[config.mk]
export PLATFORM = sky130hd
export DESIGN_NAME = motor_encoder_decoder
export DESIGN_NICKNAME = d
export VERILOG_FILES = /design/src/rtl/motor_pkg.sv /design/src/rtl/enc_input_filter.sv /design/src/rtl/motor_encoder_decoder.sv
export SDC_FILE = /design/constraint.sdc
export NUM_CORES = 1
export LEC_CHECK = 0
export ABC_AREA = 0
export CAP_MARGIN = 10
export CELL_PAD_IN_SITES_DETAIL_PLACEMENT = 0
export CELL_PAD_IN_SITES_GLOBAL_PLACEMENT = 1
export CORE_UTILIZATION = 33
export DETAILED_ROUTE_END_ITERATION = 8
export GPL_TIMING_DRIVEN = 0
export PLACE_DENSITY = 0.65
export SYNTH_ARGS = -nofsm -noshare
export SYNTH_HDL_FRONTEND = slang
export SYNTH_HIERARCHICAL = 1
export SYNTH_SLANG_ARGS = --single-unit
[constraint.sdc]
create_clock -name clk -period 6.65 [get_ports clk]
set_clock_uncertainty 0.05 [all_clocks]
set_input_delay 0.9975 -clock clk [delete_from_list [all_inputs] [get_ports clk]]
set_output_delay 0.9975 -clock clk [all_outputs]
set_load 0.05 [all_outputs]
[src/rtl/motor_pkg.sv]
// -----------------------------------------------------------------------------
// motor_pkg
// Shared definitions for the motor driver and encoder feedback path.
//  - quad_state_e : quadrature decoder states (Q00/Q01/Q11/Q10 = filtered {A,B},
//                   plus Q_INIT while waiting for the first filtered sample)
//  - step_e       : classification of a filtered {A,B} transition
//  - MOTOR_CW / MOTOR_STOP : motor drive codes shared with the drive block
//  - DIR_FWD / DIR_REV     : direction output codes
//  - quad_phase / quad_step: Gray-to-phase conversion and step classification
// -----------------------------------------------------------------------------
package motor_pkg;

   typedef enum logic [2:0] {
      Q00    = 3'b000,
      Q01    = 3'b001,
      Q11    = 3'b011,
      Q10    = 3'b010,
      Q_INIT = 3'b100
   } quad_state_e;

   typedef enum logic [1:0] {
      STEP_NONE = 2'd0,
      STEP_FWD  = 2'd1,
      STEP_REV  = 2'd2,
      STEP_ERR  = 2'd3
   } step_e;

   localparam logic MOTOR_CW   = 1'b1;
   localparam logic MOTOR_STOP = 1'b0;

   localparam logic DIR_FWD = 1'b1;
   localparam logic DIR_REV = 1'b0;

   // Map the Gray-coded {A,B} level onto its position in the forward cycle
   // 00 -> 0, 01 -> 1, 11 -> 2, 10 -> 3.
   function automatic logic [1:0] quad_phase(input logic [1:0] ab);
      return {ab[1], ab[1] ^ ab[0]};
   endfunction

   // The modulo-4 phase difference tells everything: +1 forward, -1 reverse,
   // 2 means both channels moved at once (illegal), 0 means no change.
   function automatic step_e quad_step(input logic [1:0] prev_ab,
                                       input logic [1:0] next_ab);
      logic [1:0] delta;
      delta = quad_phase(next_ab) - quad_phase(prev_ab);
      case (delta)
         2'd1:    return STEP_FWD;
         2'd3:    return STEP_REV;
         2'd2:    return STEP_ERR;
         default: return STEP_NONE;
      endcase
   endfunction

endpackage

[src/rtl/enc_input_filter.sv]
// -----------------------------------------------------------------------------
// enc_input_filter
// Synchroniser plus level filter for one asynchronous encoder channel.
// The filtered level only moves after FILT_LEN consecutive identical synced
// samples, giving an input-to-output latency of 2+FILT_LEN cycles.
// Ports:
//  clk    in  system clock
//  n_rst  in  synchronous active-high reset
//  din    in  raw asynchronous encoder input
//  dout   out filtered level
//  valid  out 1 once dout holds a level actually seen on din since reset
// -----------------------------------------------------------------------------
module enc_input_filter
   import motor_pkg::*;
#(
   parameter int FILT_LEN = 3
) (
   input  logic clk,
   input  logic n_rst,
   input  logic din,
   output logic dout,
   output logic valid
);

   localparam int              RUN_W   = $clog2(FILT_LEN + 1);
   localparam logic [RUN_W-1:0] RUN_MAX = RUN_W'(FILT_LEN);

   logic [1:0]       sync_r;     // [0] first stage, [1] second stage
   logic [1:0]       fill_r;     // marks which sync stages hold real samples
   logic             prev_r;     // previous synced sample
   logic [RUN_W-1:0] run_r;      // length of the current run of equal samples
   logic [RUN_W-1:0] run_now_s;
   logic             accept_s;
   logic             dout_r;
   logic             valid_r;

   // Run length including the sample currently at the synchroniser output.
   always_comb begin
      run_now_s = RUN_W'(1);
      if ((sync_r[1] == prev_r) && (run_r != {RUN_W{1'b0}})) begin
         if (run_r < RUN_MAX) begin
            run_now_s = run_r + RUN_W'(1);
         end else begin
            run_now_s = RUN_MAX;
         end
      end else begin
         run_now_s = RUN_W'(1);
      end
   end

   // Stale reset zeros in the synchroniser must never count toward a run.
   assign accept_s = fill_r[1] && (run_now_s == RUN_MAX);

   // Synchroniser, run tracking and filtered level register.
   always_ff @(posedge clk) begin
      if (n_rst) begin
         sync_r  <= 2'b00;
         fill_r  <= 2'b00;
         prev_r  <= 1'b0;
         run_r   <= {RUN_W{1'b0}};
         dout_r  <= 1'b0;
         valid_r <= 1'b0;
      end else begin
         sync_r <= {sync_r[0], din};
         fill_r <= {fill_r[0], 1'b1};
         if (fill_r[1]) begin
            prev_r <= sync_r[1];
            run_r  <= run_now_s;
         end
         if (accept_s) begin
            dout_r  <= sync_r[1];
            valid_r <= 1'b1;
         end
      end
   end

   assign dout  = dout_r;
   assign valid = valid_r;

endmodule

[src/rtl/motor_encoder_decoder.sv]
// -----------------------------------------------------------------------------
// motor_encoder_decoder
// Quadrature encoder feedback: position, direction, speed and stall detection.
// Optional feature macro: ENC_INDEX_EN adds the enc_z index input; a rising
// edge of filtered Z clears the position (priority n_rst > clr > index > step).
// Ports:
//  clk           in   system clock
//  n_rst         in   synchronous active-high reset
//  enc_a, enc_b  in   asynchronous encoder channels
//  enc_z         in   asynchronous index pulse (ENC_INDEX_EN only)
//  motor_signal  in   1 = motor commanded to run, enables stall detection
//  clr           in   synchronous position clear
//  position      out  signed position in quadrature edges, wraps
//  dir           out  direction of last valid step, 1 = forward
//  speed         out  valid edges counted in the last completed window
//  speed_valid   out  1-cycle pulse when speed updates
//  stall         out  stall flag
//  err           out  1-cycle pulse on an illegal two-bit transition
// -----------------------------------------------------------------------------
module motor_encoder_decoder
   import motor_pkg::*;
#(
   parameter int CNT_W         = 16,
   parameter int SPEED_W       = 16,
   parameter int WINDOW_CYCLES = 50000,
   parameter int STALL_WINDOWS = 8,
   parameter int FILT_LEN      = 3
) (
   input  logic                    clk,
   input  logic                    n_rst,
   input  logic                    enc_a,
   input  logic                    enc_b,
`ifdef ENC_INDEX_EN
   input  logic                    enc_z,
`endif
   input  logic                    motor_signal,
   input  logic                    clr,
   output logic signed [CNT_W-1:0] position,
   output logic                    dir,
   output logic [SPEED_W-1:0]      speed,
   output logic                    speed_valid,
   output logic                    stall,
   output logic                    err
);

   localparam int                  WIN_W     = $clog2(WINDOW_CYCLES);
   localparam logic [WIN_W-1:0]    WIN_LAST  = WIN_W'(WINDOW_CYCLES - 1);
   localparam logic [SPEED_W-1:0]  SPEED_MAX = {SPEED_W{1'b1}};
   localparam int                  STALL_W   = $clog2(STALL_WINDOWS + 1);
   localparam logic [STALL_W-1:0]  STALL_LIM = STALL_W'(STALL_WINDOWS);

   logic a_filt_s, a_vld_s, b_filt_s, b_vld_s;
   logic index_s;

   quad_state_e state_r, next_state_s;
   step_e       step_s;
   logic [1:0]  cur_ab_s;
   logic [1:0]  new_ab_s;
   logic        valid_step_s;

   logic signed [CNT_W-1:0] position_r;
   logic                    dir_r;
   logic                    err_r;

   logic [WIN_W-1:0]   win_cnt_r;
   logic               win_end_s;
   logic [SPEED_W-1:0] edge_cnt_r;
   logic [SPEED_W-1:0] edge_inc_s;
   logic [SPEED_W-1:0] speed_r;
   logic               speed_valid_r;
   logic [STALL_W-1:0] stall_cnt_r;
   logic [STALL_W-1:0] stall_cnt_nx_s;
   logic               stall_r;

   enc_input_filter #(.FILT_LEN(FILT_LEN)) u_filt_a (
      .clk   (clk),
      .n_rst (n_rst),
      .din   (enc_a),
      .dout  (a_filt_s),
      .valid (a_vld_s)
   );

   enc_input_filter #(.FILT_LEN(FILT_LEN)) u_filt_b (
      .clk   (clk),
      .n_rst (n_rst),
      .din   (enc_b),
      .dout  (b_filt_s),
      .valid (b_vld_s)
   );

`ifdef ENC_INDEX_EN
   logic z_filt_s, z_vld_s;
   logic z_prev_r, z_armed_r;

   enc_input_filter #(.FILT_LEN(FILT_LEN)) u_filt_z (
      .clk   (clk),
      .n_rst (n_rst),
      .din   (enc_z),
      .dout  (z_filt_s),
      .valid (z_vld_s)
   );

   // Previous filtered Z; armed only after the first real sample so a Z that
   // is already high out of reset is not mistaken for an index pulse.
   always_ff @(posedge clk) begin
      if (n_rst) begin
         z_prev_r  <= 1'b0;
         z_armed_r <= 1'b0;
      end else if (z_vld_s) begin
         z_prev_r  <= z_filt_s;
         z_armed_r <= 1'b1;
      end
   end

   assign index_s = z_vld_s & z_armed_r & z_filt_s & ~z_prev_r;
`else
   assign index_s = 1'b0;
`endif

   assign new_ab_s = {a_filt_s, b_filt_s};
   assign cur_ab_s = state_r[1:0];

   // Quadrature state register.
   always_ff @(posedge clk) begin
      if (n_rst) begin
         state_r <= Q_INIT;
      end else begin
         state_r <= next_state_s;
      end
   end

   // Next state and step classification; INIT only adopts the first filtered
   // level so a reset never yields a step or error.
   always_comb begin
      next_state_s = state_r;
      step_s       = STEP_NONE;
      case (state_r)
         Q_INIT: begin
            if (a_vld_s && b_vld_s) begin
               next_state_s = quad_state_e'({1'b0, new_ab_s});
            end else begin
               next_state_s = Q_INIT;
            end
         end
         Q00, Q01, Q11, Q10: begin
            step_s       = quad_step(cur_ab_s, new_ab_s);
            next_state_s = quad_state_e'({1'b0, new_ab_s});
         end
         default: begin
            next_state_s = Q_INIT;
            step_s       = STEP_NONE;
         end
      endcase
   end

   assign valid_step_s = (step_s == STEP_FWD) || (step_s == STEP_REV);

   // Position, direction and error pulse.
   always_ff @(posedge clk) begin
      if (n_rst) begin
         position_r <= {CNT_W{1'b0}};
         dir_r      <= DIR_REV;
         err_r      <= 1'b0;
      end else begin
         if (clr || index_s) begin
            position_r <= {CNT_W{1'b0}};
         end else if (step_s == STEP_FWD) begin
            position_r <= position_r + CNT_W'(1);
         end else if (step_s == STEP_REV) begin
            position_r <= position_r - CNT_W'(1);
         end
         // Direction follows the step even when a clear wins the position.
         if (step_s == STEP_FWD) begin
            dir_r <= DIR_FWD;
         end else if (step_s == STEP_REV) begin
            dir_r <= DIR_REV;
         end
         err_r <= (step_s == STEP_ERR);
      end
   end

   assign win_end_s = (win_cnt_r == WIN_LAST);

   // Edge count including any step in this cycle, saturating.
   always_comb begin
      edge_inc_s = edge_cnt_r;
      if (valid_step_s && (edge_cnt_r != SPEED_MAX)) begin
         edge_inc_s = edge_cnt_r + SPEED_W'(1);
      end else begin
         edge_inc_s = edge_cnt_r;
      end
   end

   // Speed window: publish the edge count in the terminal cycle and restart.
   always_ff @(posedge clk) begin
      if (n_rst) begin
         win_cnt_r     <= {WIN_W{1'b0}};
         edge_cnt_r    <= {SPEED_W{1'b0}};
         speed_r       <= {SPEED_W{1'b0}};
         speed_valid_r <= 1'b0;
      end else if (win_end_s) begin
         win_cnt_r     <= {WIN_W{1'b0}};
         edge_cnt_r    <= {SPEED_W{1'b0}};
         speed_r       <= edge_inc_s;
         speed_valid_r <= 1'b1;
      end else begin
         win_cnt_r     <= win_cnt_r + WIN_W'(1);
         edge_cnt_r    <= edge_inc_s;
         speed_valid_r <= 1'b0;
      end
   end

   // Consecutive idle windows while commanded; any edge or a stop command
   // restarts the count.
   always_comb begin
      stall_cnt_nx_s = stall_cnt_r;
      if (motor_signal != MOTOR_CW) begin
         stall_cnt_nx_s = {STALL_W{1'b0}};
      end else if (win_end_s) begin
         if (edge_inc_s != {SPEED_W{1'b0}}) begin
            stall_cnt_nx_s = {STALL_W{1'b0}};
         end else if (stall_cnt_r != STALL_LIM) begin
            stall_cnt_nx_s = stall_cnt_r + STALL_W'(1);
         end else begin
            stall_cnt_nx_s = stall_cnt_r;
         end
      end else begin
         stall_cnt_nx_s = stall_cnt_r;
      end
   end

   // Stall counter and flag.
   always_ff @(posedge clk) begin
      if (n_rst) begin
         stall_cnt_r <= {STALL_W{1'b0}};
         stall_r     <= 1'b0;
      end else begin
         stall_cnt_r <= stall_cnt_nx_s;
         stall_r     <= (motor_signal == MOTOR_CW) && (stall_cnt_nx_s == STALL_LIM);
      end
   end

   assign position    = position_r;
   assign dir         = dir_r;
   assign speed       = speed_r;
   assign speed_valid = speed_valid_r;
   assign stall       = stall_r;
   assign err         = err_r;

endmodule

# [Word-level counts from Yosys, hierarchy flattened]
# Index checks and enable logic that the tools add are counted.
[word_totals] out_inout_bits=36 word_cells=90 ff_bits=93
[classes] reduce_logical=16 n_bitwise=2 order_cmp=2 add_sub_neg=8 eq_ne=18 mux=20
[op_table] cell="16-bit 2-to-1 mux" n=3
[op_table] cell="16-bit by 1-bit adder with 16-bit output (second input constant)" n=2
[op_table] cell="16-bit by 2-bit adder with 16-bit output (second input constant)" n=1
[op_table] cell="16-bit == test (second input constant)" n=1
[op_table] cell="4-bit 2-to-1 mux" n=4
[op_table] cell="16-bit != test (second input constant)" n=1
[op_table] cell="16-bit nonzero test" n=1
[op_table] cell="16-bit by 2-bit subtractor with 16-bit output (second input constant)" n=1
[op_table] cell="2-bit == test (second input constant)" n=6
[op_table] cell="2-bit 2-to-1 mux" n=5
[op_table] cell="1-bit logical AND" n=7
[op_table] cell="3-bit by 2-bit == test with 1-bit output (second input constant)" n=2
[op_table] cell="2-bit case mux with 3 select lines" n=1
[op_table] cell="3-bit case mux with 2 select lines" n=1
[op_table] cell="2-bit nonzero test" n=3
[op_table] cell="1-bit 2-to-1 mux" n=5
[op_table] cell="2-bit by 1-bit adder with 2-bit output (second input constant)" n=2
[op_table] cell="4-bit by 1-bit adder with 4-bit output (second input constant)" n=1
[op_table] cell="2-bit by 1-bit == test with 1-bit output (second input constant)" n=2
[op_table] cell="4-bit == test (second input constant)" n=1
[op_table] cell="2-bit less-than comparator (second input constant)" n=2
[op_table] cell="4-bit != test (second input constant)" n=1
[op_table] cell="2-bit OR reduction" n=2
[op_table] cell="4-bit OR reduction" n=1
[op_table] cell="8 further kinds" n=10

# [Longest topological paths before layout]
[logic_depth] ltp_word=15 depth_mapped=18

# [By module]
# Netlist, hierarchy kept.
[by_module_without_submodules] module="motor_encoder_decoder" area_per_inst_um2=4154.0 n_inst=1 cells_each=491
[by_module_without_submodules] module="enc_input_filter" area_per_inst_um2=294.0 n_inst=2 cells_each=29

# [Least setup slack after synthesis]
# OpenSTA, ideal clock, no wires.
[synth_timing] kind="reg2reg" start="reg state_r[1]" end="reg position_r[15], in the netlist position[15]" synth_period_minus_slack_ns=4.275 required_ns=6.530 path_slack_ns=2.375 n_path_buf=0 arrival_ns=4.155 path_stages_with_launch=19 cell_sequence="dfxtp_1 -> inv_1 -> ha_1 -> ha_1 -> xnor2_1 -> xnor2_1 -> inv_1 -> ha_1 -> or3_1 -> ha_1 -> inv_1 -> ha_1 -> and3_1 -> a221oi_2 -> o2111ai_1 -> a41oi_1 -> xnor2_1 -> or3_1 -> a21oi_1"
[synth_via] elab_chain_cells=7 word_cells_on_any_way=16 cone_classes="1 x add/sub; 8 x eq/ne; 3 x mux; 1 x bitwise; 3 x reduce/logical"
[synth_rtl] item="start: declaration" line="motor_encoder_decoder.sv:55" rtl="quad_state_e state_r, next_state_s;"
[synth_rtl] item="start signal: assignment" line="motor_encoder_decoder.sv:128" rtl="state_r <= next_state_s;"
[synth_rtl] item="1-bit bitwise XOR" line="motor_pkg.sv:37" rtl="return {ab[1], ab[1] ^ ab[0]};"
[synth_rtl] item="2-bit subtractor" line="motor_pkg.sv:45" rtl="delta = quad_phase(next_ab) - quad_phase(prev_ab);"
[synth_rtl] item="2-bit == test / 2-bit by 1-bit == test with 1-bit output (equally long branches)" line="motor_pkg.sv:46" rtl="case (delta)"
[synth_rtl] item="2-bit case mux with 3 select lines" line="motor_pkg.sv:46"
[synth_rtl] item="2-bit 2-to-1 mux (*)" line="motor_encoder_decoder.sv:137" rtl="case (state_r)"
[synth_rtl] item="2-bit by 1-bit == test with 1-bit output / 2-bit == test (equally long branches)" line="motor_encoder_decoder.sv:167, motor_encoder_decoder.sv:169"
[synth_rtl] item="16-bit 2-to-1 mux / 2-bit nonzero test (equally long branches)"
[synth_rtl] item="end signal: assignment" line="motor_encoder_decoder.sv:166" rtl="position_r <= {CNT_W{1'b0}};"
[synth_rtl] item="end signal: assignment" line="motor_encoder_decoder.sv:168" rtl="position_r <= position_r + CNT_W'(1);"
[synth_rtl] item="end signal: assignment" line="motor_encoder_decoder.sv:170" rtl="position_r <= position_r - CNT_W'(1);"
[synth_rtl] item="end: declaration" line="motor_encoder_decoder.sv:61" rtl="logic signed [CNT_W-1:0] position_r;"
# Every way passes the cells marked *; elsewhere a longest branch is shown, timed or not.
# A chain may end at the register's enable or synchronous reset.

# [Worst setup path in the final report]
# Same ends and word-level chain as after synthesis.

==> summary.md <==
| Metric | Value |
|---|---|
| Initial antenna violation count | 0 |
| Peak Freq | between 200 and 250 MHz |
| Outcome | completed |
| Leakage power | 0.00214 µW |
| Area share of the leading cell type in the synthesized netlist | approximately two fifths |
| H-tree depth | 3 |
| Worst hold slack | just under 0.4 ns |
| DIE WIDTH | 122 µm |
| Clock Sinks | 93 |
| Mapped Nets | slightly below 600 |
| Starting density of the core | between 30% and 40% |
| Part of the Yosys area used for sequential elements | between 30 and 40% |
| Largest net degree at the start of global routing | 24 |
| DP Wirelength | between 7000 and 8000 µm |
| Die Ht | about 120 µm |
| Final count of hold timing violations | 0 |
| TritonCTS Buffers | 9 |
| Pwr/cell area | 196 nW/µm² |
| Crit-path max FO | 16 |
| Period Utilization, post-route | between 70% and 80% |
| Crit end category | register |
| Grt total ovfl | 0 |
| Actual slew at the worst max-slew pin | a little under 0.9 ns |
| Die ar. | between 10000 and 15000 µm² |
| DRC | 0 |
| NumNets Final | around 640 |
| Pre-antenna DRT Iters | 4 |
| Total Power | between 1000 and 1500 µW |
| YS warnings | 6 |
| Reg area | 1860 µm² |
| Max-Cap Viols | 0 |
| Cts-stage hold buffer count | 0 |
| Critical Path Start Type | register |
| Netlist Area Pre-Place | about 4700 µm² |
| Postcts setup bufs | 0 |
| Largest family of logic cells by synthesized area | simple AND/OR/NAND/NOR gates |
| Area of the multi-input gates | ~2700 µm² |
| Ys flop type | dfxtp_1 |
| Via count | around 3900 |
| Max Root-Sink Buffers | 2 |
| Core Box Area | ~14000 µm² |
| Gpl congestion | 0.846 |
| Routed vias/inst | approximately 5 |
| Compound-Gate Fraction of Synth Area | 14.4% |
| HP Class | reg2reg |
| Flop and latch count out of synthesis | 93 |
| Slew margin rel. | about two fifths |
| Adder-cell share of the synthesized area | approximately 7.8% |
| Post-Synth XOR/XNOR Area | 6.83% |
| Final instance area | 5680 µm² |
| Final Max Slew Viols | 0 |
| Max IR drop VDD | about 0.00014 V |
| Routed WL | 10500 µm |
| Simple-Gate Fraction of Synth Area | between 20% and 30% |
| Post-synth EDFFs | 0 |
| Antenna cells | 0 |
| Setup_tns | 0 ns |
| Post-cts resize count | 0 |
| TritonCTS clock tree | done |
| Site row count | 43 |
| Async SR Flop Fraction | 0% |
| Crit Path Category | reg2reg |
| Antenna Nets Post-Route | 0 |
| # fillers | between 1000 and 1500 |
| Final setup fails | 0 |
| Vias in the first global route | roughly 3600 |
| Syn Area/Cell | about 8.6 µm² |
| Share of cells above drive strength 1 | about 6.4% |
| PortBufs | 41 |
| Worst path required time | 6.88 ns |
| Area Overhead vs Synth | 19.7% |
| Worst Path Arrival | 5.18 ns |
| First-pass GRT wire length | between 15000 and 20000 µm |
| Synth area leaders | dfxtp_1 39%, ha_1 7.4%, nor2_1 6.9%, xnor2_1 3.7%, a21oi_1 3.6% |
| Skew-Pair Late Insertion Delay | around 0.34 ns |
| Root Buffer | clkbuf_16 |
| Post-synth top area cell | dfxtp_1 |
| Tot GR Track Use | 15.1% |
| Fin crit period | between 4 and 5 ns |
| Most frequent cell after synthesis | dfxtp_1 |
| Util after Layout | 40.7% |
| Worst-path clk slew | roughly 0.070 ns |
| RSZ-0062 raised after global routing | no |
| DP Area | about 5400 µm² |
| Post-Synthesis Cells | between 500 and 600 |
| Mux contribution to synthesized area | about 1.9% |
| Yosys cell types | between 50 and 60 |
| Wire per inst | between 10 and 15 µm |
| DRT iter0 DRCs | approximately 210 |
| Top-level I/O count | 42 |
| Synth top cells by count | 93 x dfxtp_1, 87 x nor2_1, 43 x nand2_1 |
## layer usage
metal / part of all wire [%] / GRT usage [%]
met2: 43 / 23.4
met3: 3.1 / 2.81
met1: 52 / 20.3
met5: 0 / 0
met4: 1.5 / 6.56
## registers in the layout, summed over array words and instances (netlist names), 3 cells and up
| register | flops |
|---|---|
| stall_cnt_r | 4 |
| speed | 16 |
| state_r | 3 |
| edge_cnt_r | 16 |
| win_cnt_r | 16 |
| position | 16 |
## final cells by class
class	count	area share (%)
inverters	21	1.39
repair buffers	41	7.23
well taps	180	3.97
flip-flops and latches	93	32.8
clock inverters	5	1.04
plain buffers	23	1.68
clock buffers	10	4.21
multi-input cells	412	47.7
## where the power goes
group	internal [µW]	switching (µW)
logic	9.77	16.3
clock network	300	219
registers	562	3.23
total	872	239
## cell families (layout without fill, tap and decap cells)
group / count (synthesis) / count (layout)
xor+xnor: 37 / 37
flops: 93 / 93
buf+inv: 44 / 100
mux: 9 / 9
simple gates: 235 / 235
compound gates: 102 / 102
fa+ha+maj: 29 / 29
## critical path, stage by stage, from the launching register on
cell and delay, ns:
dfxtp_1 0.39, inv_1 0.08, ha_1 0.28, ha_1 0.20, xnor2_1 0.13, xnor2_1 0.24
inv_1 0.07, ha_1 0.17, or3_1 0.39, ha_1 0.22, inv_1 0.46, ha_1 0.41
and3_1 0.21, a221oi_2 0.46, o2111ai_1 0.24, a41oi_1 0.31, xnor2_1 0.11, or3_1 0.32
a21oi_1 0.14
## cells in the final DEF (no fill, tap or decap), drive strengths merged, types with 7 or more instances in the layout
cell            n
a211oi         13
a21o            7
a21oi          35
and3           10
buf             7
clkbuf         26
clkdlybuf4s50  41
dfxtp          93
ha             28
inv            22
mux2i           9
nand2          43
nand3          14
nand4          13
nor2           87
nor2b          10
nor3           17
o211ai          7
o21ai          12
xnor2          20
xor2           17
## final timing paths
kind | from | to | slack, ns | cells past startpoint
min reg2reg | u_filt_a/sync_r[0] | u_filt_a/sync_r[1] | 0.39 | 1
max reg2reg | state_r[1] | position[15] | 1.70 | 18
min | u_filt_a/sync_r[0] | u_filt_a/sync_r[1] | 0.39 | 1
max | state_r[1] | position[15] | 1.70 | 18
## per-stage QoR
stage,std cells,setup WS [ns]
final,785,1.70
after global routing,785,1.43
after CTS,785,1.68
after global placement,770,1.83
after floorplan,549,2.37
after detailed placement,770,1.69
Note: power is estimated with default switching activity, not from simulation.
